File: src/rtl/ccff_cfg_pkg.sv
`default_nettype none
// ============================================================================
// Module   : ccff_cfg_pkg
// Purpose  : Shared loader state type and default chain geometry.
// Revision : 1.0 - initial release
// ============================================================================
package ccff_cfg_pkg;

    localparam int c_DEFAULT_NUM_CHAINS = 10;
    localparam int c_DEFAULT_CHAIN_LEN  = 1024;

    typedef enum logic [2:0] {
        ST_IDLE   = 3'd0,
        ST_LOAD   = 3'd1,
        ST_SETTLE = 3'd2,
        ST_CHECK  = 3'd3,
        ST_DONE   = 3'd4,
        ST_ERROR  = 3'd5
    } ccff_state_e;

endpackage : ccff_cfg_pkg
`default_nettype wire

File: src/rtl/ccff_chain_loader.sv
`default_nettype none
// ============================================================================
// Module   : ccff_chain_loader
// Purpose  : Streams a bitstream into parallel CCFF chains, then verifies the
//            first word arrived at the chain tails.
// Revision : 1.0 - initial release
// ============================================================================
module ccff_chain_loader
    import ccff_cfg_pkg::*;
#(
    parameter  int NUM_CHAINS = c_DEFAULT_NUM_CHAINS,
    parameter  int CHAIN_LEN  = c_DEFAULT_CHAIN_LEN,
    localparam int CW         = $clog2(CHAIN_LEN + 1)
) (
    input  logic                  prog_clock,
    input  logic                  global_reset_n,
    input  logic                  start,
    input  logic                  bs_valid,
    input  logic [NUM_CHAINS-1:0] bs_data,
    output logic                  bs_ready,
    output logic [NUM_CHAINS-1:0] ccff_head,
    output logic                  ccff_shift,
    input  logic [NUM_CHAINS-1:0] ccff_tail,
    output logic                  config_enable,
    output logic                  CFG_DONE,
    output logic                  cfg_err,
    output logic [CW-1:0]         bit_count
);

    localparam logic [CW-1:0] c_LAST_IDX = CW'(CHAIN_LEN - 1);

    ccff_state_e           r_state;
    ccff_state_e           w_state_nxt;
    logic                  w_ready;
    logic                  w_cfg_en;
    logic                  w_done;
    logic                  w_err;
    logic                  w_restart;
    logic                  w_accept;

    logic [NUM_CHAINS-1:0] r_head;
    logic [NUM_CHAINS-1:0] r_word0;
    logic                  r_shift;
    logic [CW-1:0]         r_count;

    always_ff @(posedge prog_clock or negedge global_reset_n) begin
        if (!global_reset_n) begin
            r_state <= ST_IDLE;
        end else begin
            r_state <= w_state_nxt;
        end
    end

    always_comb begin
        w_state_nxt = r_state;
        w_ready     = 1'b0;
        w_cfg_en    = 1'b0;
        w_done      = 1'b0;
        w_err       = 1'b0;
        w_restart   = 1'b0;
        case (r_state)
            ST_IDLE, ST_DONE, ST_ERROR: begin
                w_done = (r_state == ST_DONE);
                w_err  = (r_state == ST_ERROR);
                if (start) begin
                    w_restart   = 1'b1;
                    w_state_nxt = ST_LOAD;
                end
            end
            ST_LOAD: begin
                w_ready  = 1'b1;
                w_cfg_en = 1'b1;
                if (bs_valid && (r_count == c_LAST_IDX)) begin
                    w_state_nxt = ST_SETTLE;
                end
            end
            ST_SETTLE: begin
                // The last accepted word is still shifting in on this edge.
                w_cfg_en    = 1'b1;
                w_state_nxt = ST_CHECK;
            end
            ST_CHECK: begin
                w_cfg_en    = 1'b1;
                w_state_nxt = (ccff_tail == r_word0) ? ST_DONE : ST_ERROR;
            end
            default: begin
                w_state_nxt = ST_IDLE;
            end
        endcase
    end

    assign w_accept = bs_valid & w_ready;

    always_ff @(posedge prog_clock or negedge global_reset_n) begin
        if (!global_reset_n) begin
            r_head  <= '0;
            r_word0 <= '0;
            r_shift <= 1'b0;
            r_count <= '0;
        end else begin
            // Shift only on accepted words so a valid gap stalls the chains.
            r_shift <= w_accept;
            if (w_restart) begin
                r_count <= '0;
            end else if (w_accept) begin
                r_head  <= bs_data;
                r_count <= r_count + CW'(1);
                if (r_count == '0) begin
                    r_word0 <= bs_data;
                end
            end
        end
    end

    assign bs_ready      = w_ready;
    assign ccff_head     = r_head;
    assign ccff_shift    = r_shift;
    assign config_enable = w_cfg_en;
    assign CFG_DONE      = w_done;
    assign cfg_err       = w_err;
    assign bit_count     = r_count;

endmodule : ccff_chain_loader
`default_nettype wire

File: config.mk
export PLATFORM = sky130hd
export DESIGN_NAME = ccff_chain_loader
export DESIGN_NICKNAME = d
export VERILOG_FILES = /design/src/rtl/ccff_cfg_pkg.sv /design/src/rtl/ccff_chain_loader.sv
export SDC_FILE = /design/constraint.sdc
export NUM_CORES = 1
export LEC_CHECK = 0
export BUFFER_PORTS_ARGS = -buffer_cell sky130_fd_sc_hd__clkbuf_2
export CELL_PAD_IN_SITES_DETAIL_PLACEMENT = 0
export CELL_PAD_IN_SITES_GLOBAL_PLACEMENT = 1
export CORE_MARGIN = 4
export CORE_UTILIZATION = 42
export DETAILED_ROUTE_END_ITERATION = 7
export PLACE_DENSITY = 0.85
export RECOVER_POWER = 100
export SETUP_SLACK_MARGIN = 0.02
export SYNTH_ARGS = -nofsm -noshare
export SYNTH_HDL_FRONTEND = slang
export SYNTH_SLANG_ARGS = --single-unit
File: constraint.sdc
create_clock -name prog_clock -period 2.77 [get_ports prog_clock]
set_input_delay 0.277 -clock prog_clock [delete_from_list [all_inputs] [get_ports prog_clock]]
set_output_delay 0.277 -clock prog_clock [all_outputs]
set_load 0.05 [all_outputs]
==> flow_summary.rst, run 1 <==
.. list-table::
   :header-rows: 1

   * - Metric
     - Value
   * - Clk network pwr share
     - 0.196
   * - Setup violation total in the final timing report
     - 0
   * - Net switching power
     - 1.10 mW
   * - Seq/Total Area, Yosys
     - 0.505
   * - Source-to-sink clock delay at the later pin of the worst-skew pair
     - 290 ps
   * - Die span in x
     - 72.2 um
   * - Layout Area Growth over Synthesis
     - 18.9%
   * - Avg Inst Size Synth
     - 10.4 um^2
   * - Final global-route overflow total
     - 0
   * - Post-CTS setup repair buffer count
     - 0
   * - Max-cap violation count
     - 1
   * - Routed wirelength normalized by instance count
     - 13.9 um
   * - Critical path start-end classification
     - flop to flop
   * - Number of global-route vias before repair
     - 1326
   * - TritonCTS sink count
     - 35
   * - Number of rows in the core area
     - 23
   * - Standard cell area after detailed placement
     - 2000 um^2
   * - Final routed DRC violation total
     - 0
   * - Final antenna-violating net count
     - 0
   * - Critical path launch point type
     - flop
   * - Final Net Count
     - 241
   * - Number of buffers created by CTS
     - 5
   * - Y dimension of the die
     - 72.2 um
   * - Fmax
     - 0.449 GHz
   * - Synth Instances
     - 166
   * - Initial detailed-routing violation count
     - 48
   * - DR vias/cell
     - 5.01
   * - Layout cell share with drive strength beyond 1
     - 0.213
   * - Power Density
     - 1170 nW/um^2
   * - Number of warnings issued by yosys
     - 0
   * - Transition time at the pin with the least slew margin
     - 1820 ps
   * - Initial standard-cell utilization of the core
     - 0.433
   * - Maximum vdd ir drop
     - 0.489 mV
   * - Clock period minus final worst setup slack
     - 2230 ps
   * - Hold buffers post-CTS
     - 0
   * - Post-synth design cell area
     - 1730 um^2
   * - Depth of the worst hold-timing path
     - 3
   * - Proportion of power drawn by combinational gates
     - 0.449
   * - Total global-route track usage
     - 0.156
   * - Detailed Route WL
     - 3.71 mm
   * - Buffer depth of the longest clock path
     - 2
   * - Worst-case setup slack after placement
     - 803 ps
   * - Sort of element at the end of the critical path
     - flop
   * - Number of cells on the worst reg-to-reg path
     - 5
   * - RD Place Congestion
     - 0.850
   * - CP Data Arrival Time
     - 2440 ps
   * - I/O pins
     - 50
   * - Clk slew on worst S/H paths
     - 70 ps
   * - Mapped Nets
     - 192
   * - Static power due to leakage
     - 0.977 nW
   * - Final TNS setup
     - 0 ps
   * - Wire length of the first global-routing pass
     - 6.24 mm
   * - Tightest Hold Check Type
     - input pin to flop
   * - Cell internal pwr
     - 1.32 mW
   * - Violations in the final reports
     - max-capacitance violations, max-slew violations
   * - Flip-flop and latch count after synthesis
     - 35
   * - Count of TritonRoute iterations in the first routing pass
     - 6
   * - Part of the total power dissipated in sequential elements
     - 0.355
   * - Total half-perimeter wirelength after legalization and detailed placement
     - 2.69 mm
   * - Worst setup slack after layout
     - 543 ps
   * - Depth of the CTS H-tree
     - 2
   * - Max FO, Critical Path
     - 22
   * - Number of hold violations in the final report
     - 0
   * - Leading cell type in the layout, fill and taps excluded
     - nand2_1
   * - RSZ-0062 raised after global routing
     - false
   * - Data required, critical path
     - 2980 ps
   * - Die area
     - 5220 um^2
   * - Highest-count cells in the layout ignoring fill and taps
     - 37 x nand2_1, 35 x dfrtp_1, 27 x clkbuf_1
   * - Buffers added on ports
     - 49
   * - Initial antenna violation count
     - 0
   * - Fin crit share
     - 0.804
   * - Core Region
     - 4000 um^2
   * - Clk root buf
     - clkbuf_8
   * - Outcome
     - complete, but fails checks
   * - Total number of vias
     - 1332
   * - Clock tree from TritonCTS
     - built
   * - Final standard cell area without fillers
     - 2060 um^2
   * - Worst slew margin
     - -0.213
   * - Synth unique cells
     - 40
   * - Worst clock skew
     - 6.05 ps
   * - Quantity of gates resized following cts
     - 0
   * - Pin count of the biggest net entering global routing
     - 36
   * - Switching power share of the total
     - 0.455
   * - Antenna Cells
     - 0
   * - Final-report max-slew violation count
     - 36
## state kept, by name, summed over array words and instances (netlist names)
signal,count
bit_count,11
ccff_head,10
ccff_shift,1
r_state,3
r_word0,10
## path summary, 6_finish.rpt
kind                                endpoint           start  slack [ps]
worst max-delay path            bit_count[9]      r_state[1]         540
worst min-delay path            ccff_head[2]      bs_data[2]         200
worst max register to register  bit_count[9]      r_state[1]         540
worst min register to register  ccff_head[5]    ccff_head[5]         490
max in group asynchronous       bit_count[0]  global_reset_n        1240
min in group asynchronous         r_state[0]  global_reset_n         470
## Yosys cell counts, drive strengths merged
cell / number / area (um^2)
xor2: 16 / 140
nor2b: 1 / 6.26
a32o: 1 / 10.0
and2: 2 / 12.5
nand3: 3 / 15.0
o21a: 1 / 7.51
nand4b: 1 / 8.76
ha: 2 / 25.0
and4: 1 / 11.3
and3: 2 / 13.8
a31oi: 1 / 6.26
or3: 2 / 12.5
mux2i: 1 / 10.0
and3b: 1 / 8.76
nand4: 4 / 40.0
o31ai: 1 / 7.51
mux2: 11 / 128
nand2b: 2 / 12.5
a21oi: 2 / 10.0
nand2: 37 / 139
a21o: 1 / 8.76
nor4b: 1 / 15.0
nor4: 2 / 12.5
inv: 3 / 11.3
o21ai: 5 / 25.0
buf: 5 / 33.8
xnor2: 1 / 8.76
nor2: 13 / 56.3
clkbuf: 3 / 11.3
nand4bb: 1 / 27.5
nor3: 3 / 15.0
nor3b: 1 / 7.51
dfrtp: 35 / 876
## metrics by stage
step	util	power, mW	hold WS [ps]	instances
6_report	0.515	2.42	197	266
5_1_grt	0.515	2.58	199	266
4_1_cts	0.530	2.51	117	266
3_5_place_dp	0.501	2.03	432	258
3_3_place_gp	0.501	2.01	427	258
2_1_floorplan	-	1.78	-18.6	166
## critical path, stage by stage (launching register included)
cell       delay [ps]
dfrtp_1           490
nand4bb_4         400
inv_1             550
nand2_1           200
or3_1             340
a21oi_1           150
## power by group through the flow
| stage | combinational (mW) | clock (mW) | sequential [mW] |
|---|---|---|---|
| 2_1_floorplan | 0.661 | 0 | 1.12 |
| 6_report | 1.09 | 0.473 | 0.859 |
| 4_1_cts | 1.16 | 0.485 | 0.862 |
| 5_1_grt | 1.18 | 0.505 | 0.891 |
| 3_3_place_gp | 1.14 | 0 | 0.870 |
| 3_5_place_dp | 1.16 | 0 | 0.869 |
## cell type report
cell class                      instances  area [um^2]
Fill cell                             391         1940
Sequential cell                        35          876
Multi-Input combinational cell        120          774
Timing Repair Buffer                   50          219
Clock buffer                            6         82.6
Tap cell                               50         62.6
Clock inverter                          2         35.0
Inverter                                3         11.3
## per-layer routing
metal / wire, um / vias up / global-route usage
met4: 29 / 0 / 0.0501
met1: 1780 / 630 / 0.211
met3: 309 / 5 / 0.0623
met2: 1600 / 46 / 0.230
li1: - / 651 / -
met5: 0 / - / 0
## cell families (layout without fill, tap and decap cells)
logic type / Yosys count / after routing / share of synthesized area
mux: 12 / 12 / 0.0794
xor+xnor: 17 / 17 / 0.0859
compound gates: 12 / 12 / 0.0433
buf+inv: 11 / 61 / 0.0325
simple gates: 77 / 77 / 0.239
flops: 35 / 35 / 0.505
fa+ha+maj: 2 / 2 / 0.0144
Power figures use the tool's default switching activity.
==> run 2: changes to the inputs <==
- CORE_UTILIZATION: 42 -> 39
- PLACE_DENSITY: 0.85 -> 0.8
- clock period: 2.77 -> 2.25 ns (I/O delays scaled with it)
==> flow_summary.rst, run 2 (same netlist as run 1, synthesis figures left out) <==
.. list-table::
   :header-rows: 1

   * - Metric
     - Value
   * - Outcome
     - complete, but fails checks
   * - Violations in the final reports
     - max-capacitance violations, max-slew violations
   * - Initial antenna violation count
     - 0 (unchanged)
   * - Total half-perimeter wirelength after legalization and detailed placement
     - 2.68 mm (-0.32%)
   * - Clock tree from TritonCTS
     - built
   * - Leading cell type in the layout, fill and taps excluded
     - nand2_1
   * - Worst-case setup slack after placement
     - 568 ps (-235 ps)
   * - Critical path start-end classification
     - flop to flop
   * - Antenna Cells
     - 0 (unchanged)
   * - TritonCTS sink count
     - 35 (unchanged)
   * - Max-cap violation count
     - 1 (unchanged)
   * - Critical path launch point type
     - flop
   * - DR vias/cell
     - 4.89 (-2.4%)
   * - Max FO, Critical Path
     - 10 (-55%)
   * - Final Net Count
     - 243 (+0.83%)
   * - Number of rows in the core area
     - 23 (unchanged)
   * - Highest-count cells in the layout ignoring fill and taps
     - 37 x nand2_1, 35 x dfrtp_1, 27 x clkbuf_1
   * - Setup violation total in the final timing report
     - 0 (unchanged)
   * - Count of TritonRoute iterations in the first routing pass
     - 4 (-2)
   * - Clk slew on worst S/H paths
     - 70 ps (about the same)
   * - Critical-path cell list
     - inv_1 > ha_1 > nor4b_1 > nand4_4 > mux2_2
   * - Maximum vdd ir drop
     - 0.700 mV (+43%)
   * - Y dimension of the die
     - 74.7 um (+3.4%)
   * - RSZ-0062 raised after global routing
     - false
   * - Hold buffers post-CTS
     - 0 (unchanged)
   * - Number of global-route vias before repair
     - 1345 (+1.4%)
   * - Routed wirelength normalized by instance count
     - 13.9 um (-0.40%)
   * - Total number of vias
     - 1310 (-1.7%)
   * - Total power draw
     - 2.88 mW (+19%)
   * - Total stage count of the critical path
     - 5 (unchanged)
   * - Met3 wire len
     - 308 um (-0.32%)
   * - Launching point of the worst reg2reg path
     - bit_count[0]
   * - Static power due to leakage
     - 0.965 nW (-1.3%)
   * - Number of hold violations in the final report
     - 0 (unchanged)
   * - Clock period minus final worst setup slack
     - 1850 ps (-377 ps)
   * - Worst slew margin
     - -0.238 (-0.0254)
   * - Worst hold path endpoint
     - ccff_head[5]
   * - R2R setup slack
     - 400 ps (-140 ps)
   * - Initial detailed-routing violation count
     - 79 (+65%)
   * - Source-to-sink clock delay at the later pin of the worst-skew pair
     - 290 ps (about the same)
   * - Switching power share of the total
     - 0.480 (+0.0252)
   * - Net switching power
     - 1.39 mW (+26%)
   * - Buffers added on ports
     - 49 (unchanged)
   * - Max incr delay on CP
     - 450 ps (-100 ps)
   * - Tightest Hold Check Type
     - input pin to flop
   * - Layout cell share with drive strength beyond 1
     - 0.225 (+0.0118)
   * - Clk root buf
     - clkbuf_8
   * - I/O pins
     - 50 (unchanged)
   * - Transition time at the pin with the least slew margin
     - 1860 ps (+38.1 ps)
   * - Number of buffers created by CTS
     - 5 (unchanged)
   * - Final standard cell area without fillers
     - 2060 um^2 (+0.12%)
   * - Final antenna-violating net count
     - 0 (unchanged)
   * - Buffer depth of the longest clock path
     - 2 (unchanged)
   * - Power Density
     - 1400 nW/um^2 (+19%)
   * - Sort of element at the end of the critical path
     - flop
   * - Core Region
     - 4140 um^2 (+3.6%)
   * - Final-report max-slew violation count
     - 36 (unchanged)
   * - Proportion of power drawn by combinational gates
     - 0.475 (+0.026)
   * - Detailed Route WL
     - 3.72 mm (+0.35%)
   * - Worst clock skew
     - 14.5 ps (+8.48 ps)
   * - Cell with the largest stage delay on the worst path
     - nor4b_1
   * - Pin count of the biggest net entering global routing
     - 36 (unchanged)
   * - Uppermost layer routed
     - met4
   * - Cell internal pwr
     - 1.50 mW (+14%)
   * - Largest register FFs
     - 11 (unchanged)
   * - Standard cell area after detailed placement
     - 2020 um^2 (+0.75%)
   * - Wire length of the first global-routing pass
     - 6.40 mm (+2.7%)
   * - Fmax
     - 0.540 GHz (+20%)
   * - Data required, critical path
     - 2420 ps (-560 ps)
   * - Detailed-route wire length on metal 1
     - 1.77 mm (about the same)
   * - Die area
     - 5570 um^2 (+6.8%)
   * - Number of buffer and inverter stages on the critical path
     - 1 (unchanged)
   * - Final TNS setup
     - 0 ps (unchanged)
   * - Post-CTS setup repair buffer count
     - 0 (unchanged)
   * - Fin crit share
     - 0.822 (+0.0182)
   * - Clk network pwr share
     - 0.159 (-0.037)
   * - Quantity of gates resized following cts
     - 0 (unchanged)
   * - Part of the total power dissipated in sequential elements
     - 0.366 (+0.011)
   * - Total global-route track usage
     - 0.152 (-0.00357)
   * - Core occupancy in the finished layout
     - 0.498 (-0.0173)
   * - Layout Area Growth over Synthesis
     - 19.1%
   * - Reg2reg end
     - r_word0[3]
   * - Worst setup slack after layout
     - 400 ps (-143 ps)
   * - Number of cells on the worst reg-to-reg path
     - 5 (unchanged)
   * - Worst hold start
     - bs_data[5]
   * - Depth of the worst hold-timing path
     - 3 (unchanged)
   * - Final global-route overflow total
     - 0 (unchanged)
   * - Depth of the CTS H-tree
     - 2 (unchanged)
   * - Initial standard-cell utilization of the core
     - 0.418 (-0.0150)
   * - CP Data Arrival Time
     - 2020 ps (-420 ps)
   * - Final routed DRC violation total
     - 0 (unchanged)
   * - RD Place Congestion
     - 0.738 (-13%)
   * - Routed wire length on met2
     - 1.59 mm (-0.44%)
   * - Largest delay share family, worst path
     - simple AND/OR/NAND/NOR gates
   * - Die span in x
     - 74.7 um (+3.4%)
-- run 2: worst max-delay path by stage --
stage                      start  slack [ps]           end
global placement      r_state[1]         580  bit_count[9]
CTS                   r_state[1]         540  bit_count[4]
detailed placement    r_state[1]         570  bit_count[4]
finish              bit_count[0]         400    r_word0[3]
global route        bit_count[0]         250    r_word0[3]
floorplan           bit_count[0]         360    r_state[0]
-- run 2: routing by layer --
layer	vias up	track usage
li1	656	-
met1	604	0.218
met2	43	0.216
met3	7	0.0561
met4	0	0.0474
met5	-	0
-- run 2: final cells by class --
cell class              instances  area, um^2
multi-input cells             120         791
clock buffers                   5        68.8
inverters                       3        11.3
flip-flops and latches         35         876
clock inverters                 3        20.0
well taps                      50        62.6
repair buffers                 52         234
fillers                       413        2080
-- run 2: tightest hold or removal path: cells and delay by family --
family,cells,cell delay (ps)
buffers and inverters,1,90
AND/OR/NAND/NOR,2,80
-- run 2: power by group through the flow --
stage	combinational, mW	sequential, mW	clock, mW
global route	1.49	1.10	0.498
finish	1.37	1.06	0.458
global placement	1.43	1.06	0
CTS	1.45	1.06	0.463
detailed placement	1.45	1.06	0
floorplan	0.814	1.37	0
-- run 2: through the flow --
step           hold WS [ps]  cells
2_1_floorplan         -70.6    166
3_3_place_gp            387    260
3_5_place_dp            386    260
4_1_cts                72.8    268
5_1_grt                 143    268
6_report                139    268
==> run 3: changes to the inputs <==
- clock period: 2.25 -> 1.75 ns (I/O delays scaled with it)
==> flow_summary.rst, run 3 (same netlist as run 1, synthesis figures left out) <==
.. list-table::
   :header-rows: 1

   * - Metric
     - Value
   * - Outcome
     - finished clean
   * - Worst setup slack after layout
     - 103 ps (-297 ps)
   * - Fmax
     - 0.607 GHz (+12%)
   * - Max-cap violation count
     - 0 (-1)
   * - Maximum vdd ir drop
     - 0.790 mV (+13%)
   * - I/O pins
     - 50 (unchanged)
   * - Detailed Route WL
     - 3.86 mm (+3.6%)
   * - Antenna Cells
     - 0 (unchanged)
   * - Endpoint of the most critical setup path
     - r_word0[0]
   * - Final-report max-slew violation count
     - 0 (-100%)
   * - Clk slew on worst S/H paths
     - 70 ps (about the same)
   * - Met3 demand-to-capacity share in global routing
     - 0.0494 (-0.00668)
   * - Final routed DRC violation total
     - 0 (unchanged)
   * - Cell internal pwr
     - 2.05 mW (+37%)
   * - TritonCTS sink count
     - 35 (unchanged)
   * - Fin crit share
     - 0.941 (+0.119)
   * - Data required, critical path
     - 1930 ps (-490 ps)
   * - Y dimension of the die
     - 74.7 um (unchanged)
   * - Routed wirelength normalized by instance count
     - 13.9 um (-0.13%)
   * - RSZ-0062 raised after global routing
     - false
   * - Power Density
     - 1770 nW/um^2 (+26%)
   * - Clock tree from TritonCTS
     - built
   * - Quantity of gates resized following cts
     - 0 (unchanged)
   * - Initial detailed-routing violation count
     - 66 (-16%)
   * - Initial standard-cell utilization of the core
     - 0.418 (unchanged)
   * - DR vias/cell
     - 4.92 (+0.74%)
   * - Net switching power
     - 1.77 mW (+28%)
   * - Final antenna-violating net count
     - 0 (unchanged)
   * - Buffers added on ports
     - 49 (unchanged)
   * - GR met2 Demand/Resource
     - 0.225 (+0.00976)
   * - Layout cell share with drive strength beyond 1
     - 0.303 (+0.0779)
   * - Initial antenna violation count
     - 0 (unchanged)
   * - Number of cells on the worst reg-to-reg path
     - 5 (unchanged)
   * - Wire length of the first global-routing pass
     - 6.42 mm (+0.22%)
   * - Layout Area Growth over Synthesis
     - 24.7%
   * - Critical path launch point type
     - flop
   * - Post-Layout Cell Count
     - 278 (+3.7%)
   * - Number of hold violations in the final report
     - 0 (unchanged)
   * - Source-to-sink clock delay at the later pin of the worst-skew pair
     - 290 ps (about the same)
   * - Depth of the CTS H-tree
     - 2 (unchanged)
   * - Part of the total power dissipated in sequential elements
     - 0.348 (-0.018)
   * - Total number of vias
     - 1369 (+4.5%)
   * - Pin count of the biggest net entering global routing
     - 24 (-33%)
   * - Critical path start-end classification
     - flop to flop
   * - Worst slew margin
     - 0.596 (+0.835)
   * - CP Data Arrival Time
     - 1820 ps (-200 ps)
   * - Core occupancy in the finished layout
     - 0.521 (+0.0236)
   * - Setup violation total in the final timing report
     - 0 (unchanged)
   * - Die span in x
     - 74.7 um (unchanged)
   * - Number of buffers created by CTS
     - 5 (unchanged)
   * - Worst-case setup slack after placement
     - 110 ps (-458 ps)
   * - Total half-perimeter wirelength after legalization and detailed placement
     - 2.95 mm (+10%)
   * - Highest-count cells in the layout ignoring fill and taps
     - 37 x nand2_1, 29 x clkbuf_2, 28 x dfrtp_1
   * - Clk root buf
     - clkbuf_8
   * - Count of TritonRoute iterations in the first routing pass
     - 4 (unchanged)
   * - Core Region
     - 4140 um^2 (unchanged)
   * - Final Net Count
     - 253 (+4.1%)
   * - Leading cell type in the layout, fill and taps excluded
     - nand2_1
   * - Die area
     - 5570 um^2 (unchanged)
   * - Final global-route overflow total
     - 0 (unchanged)
   * - Total global-route track usage
     - 0.155 (+0.00281)
   * - Switching power share of the total
     - 0.464 (-0.0168)
   * - R2R setup slack
     - 100 ps (-300 ps)
   * - Transition time at the pin with the least slew margin
     - 608 ps (-1250 ps)
   * - Worst clock skew
     - 7.49 ps (-7.03 ps)
   * - Largest register FFs
     - 11 (unchanged)
   * - Total power draw
     - 3.82 mW (+32%)
   * - Clk network pwr share
     - 0.170 (+0.011)
   * - Tightest Hold Check Type
     - input pin to flop
   * - Dpl cells
     - 269 (+3.5%)
   * - Launching point of the worst reg2reg path
     - bit_count[0]
   * - Sort of element at the end of the critical path
     - flop
   * - RD Place Congestion
     - 0.699 (-5.2%)
   * - Reg2reg end
     - r_word0[0]
   * - Number of rows in the core area
     - 23 (unchanged)
   * - Proportion of power drawn by combinational gates
     - 0.482 (+0.007)
   * - Clock period minus final worst setup slack
     - 1650 ps (-203 ps)
   * - Met1 Resource Use GR
     - 0.217 (-0.000855)
   * - Buffer depth of the longest clock path
     - 2 (unchanged)
   * - Critical Path Start
     - bit_count[0]
   * - Number of global-route vias before repair
     - 1336 (-0.67%)
   * - Final TNS setup
     - 0 ps (unchanged)
   * - Static power due to leakage
     - 1.02 nW (+5.7%)
   * - Top Usage Layer GRT
     - met2
   * - Max FO, Critical Path
     - 10 (unchanged)
   * - Post-CTS setup repair buffer count
     - 0 (unchanged)
run 3: worst min path at each step:
| stage | startpoint | end | slack (ps) | cells after the start |
|---|---|---|---|---|
| floorplan | global_reset_n | bit_count[0] | -120 | 0 |
| global placement | global_reset_n | ccff_head[4] | 200 | 1 |
| detailed placement | global_reset_n | r_state[2] | 200 | 1 |
| CTS | bs_data[1] | ccff_head[1] | 90 | 3 |
| global route | bs_data[1] | ccff_head[1] | 100 | 3 |
| finish | bs_data[1] | ccff_head[1] | 90 | 3 |
run 3: metrics by stage:
stage,hold WS [ps],cell area (um^2)
final,90.2,2160
after global routing,97.9,2160
after floorplan,-121,1740
after detailed placement,201,2090
after CTS,90.1,2210
after global placement,202,2090
run 3: area by class of cell:
type,instances,area [um^2]
Tap cell,50,62.6
Timing Repair Buffer,62,302
Inverter,3,11.3
Multi-Input combinational cell,120,797
Sequential cell,35,885
Clock buffer,7,96.3
Fill cell,401,1980
Clock inverter,1,7.51
run 3: critical path: stages (launching register included):
cell,delay (ps)
dfrtp_2,430
inv_1,80
ha_1,130
nor4b_2,300
nand4_4,250
mux2_2,340
run 3: timing repair:
| action | CTS | global route |
|---|---|---|
| setup endpoints to repair | 0 | 0 |
| hold buffers | 1 | 0 |
| endpoints found under the hold margin | 21 | 0 |
run 3: power by group through the flow:
stage	combinational, mW	sequential [mW]	clock [mW]
finish	1.84	1.33	0.648
floorplan	1.05	1.77	0
CTS	1.94	1.34	0.663
detailed placement	1.94	1.34	0
global placement	1.91	1.33	0
global route	2.00	1.38	0.695
run 3: per-layer routing:
layer / routed length (um) / share of wire
met1: 1780 / 0.46
met2: 1690 / 0.44
met3: 311 / 0.081
met4: 76 / 0.020
met5: 0 / 0
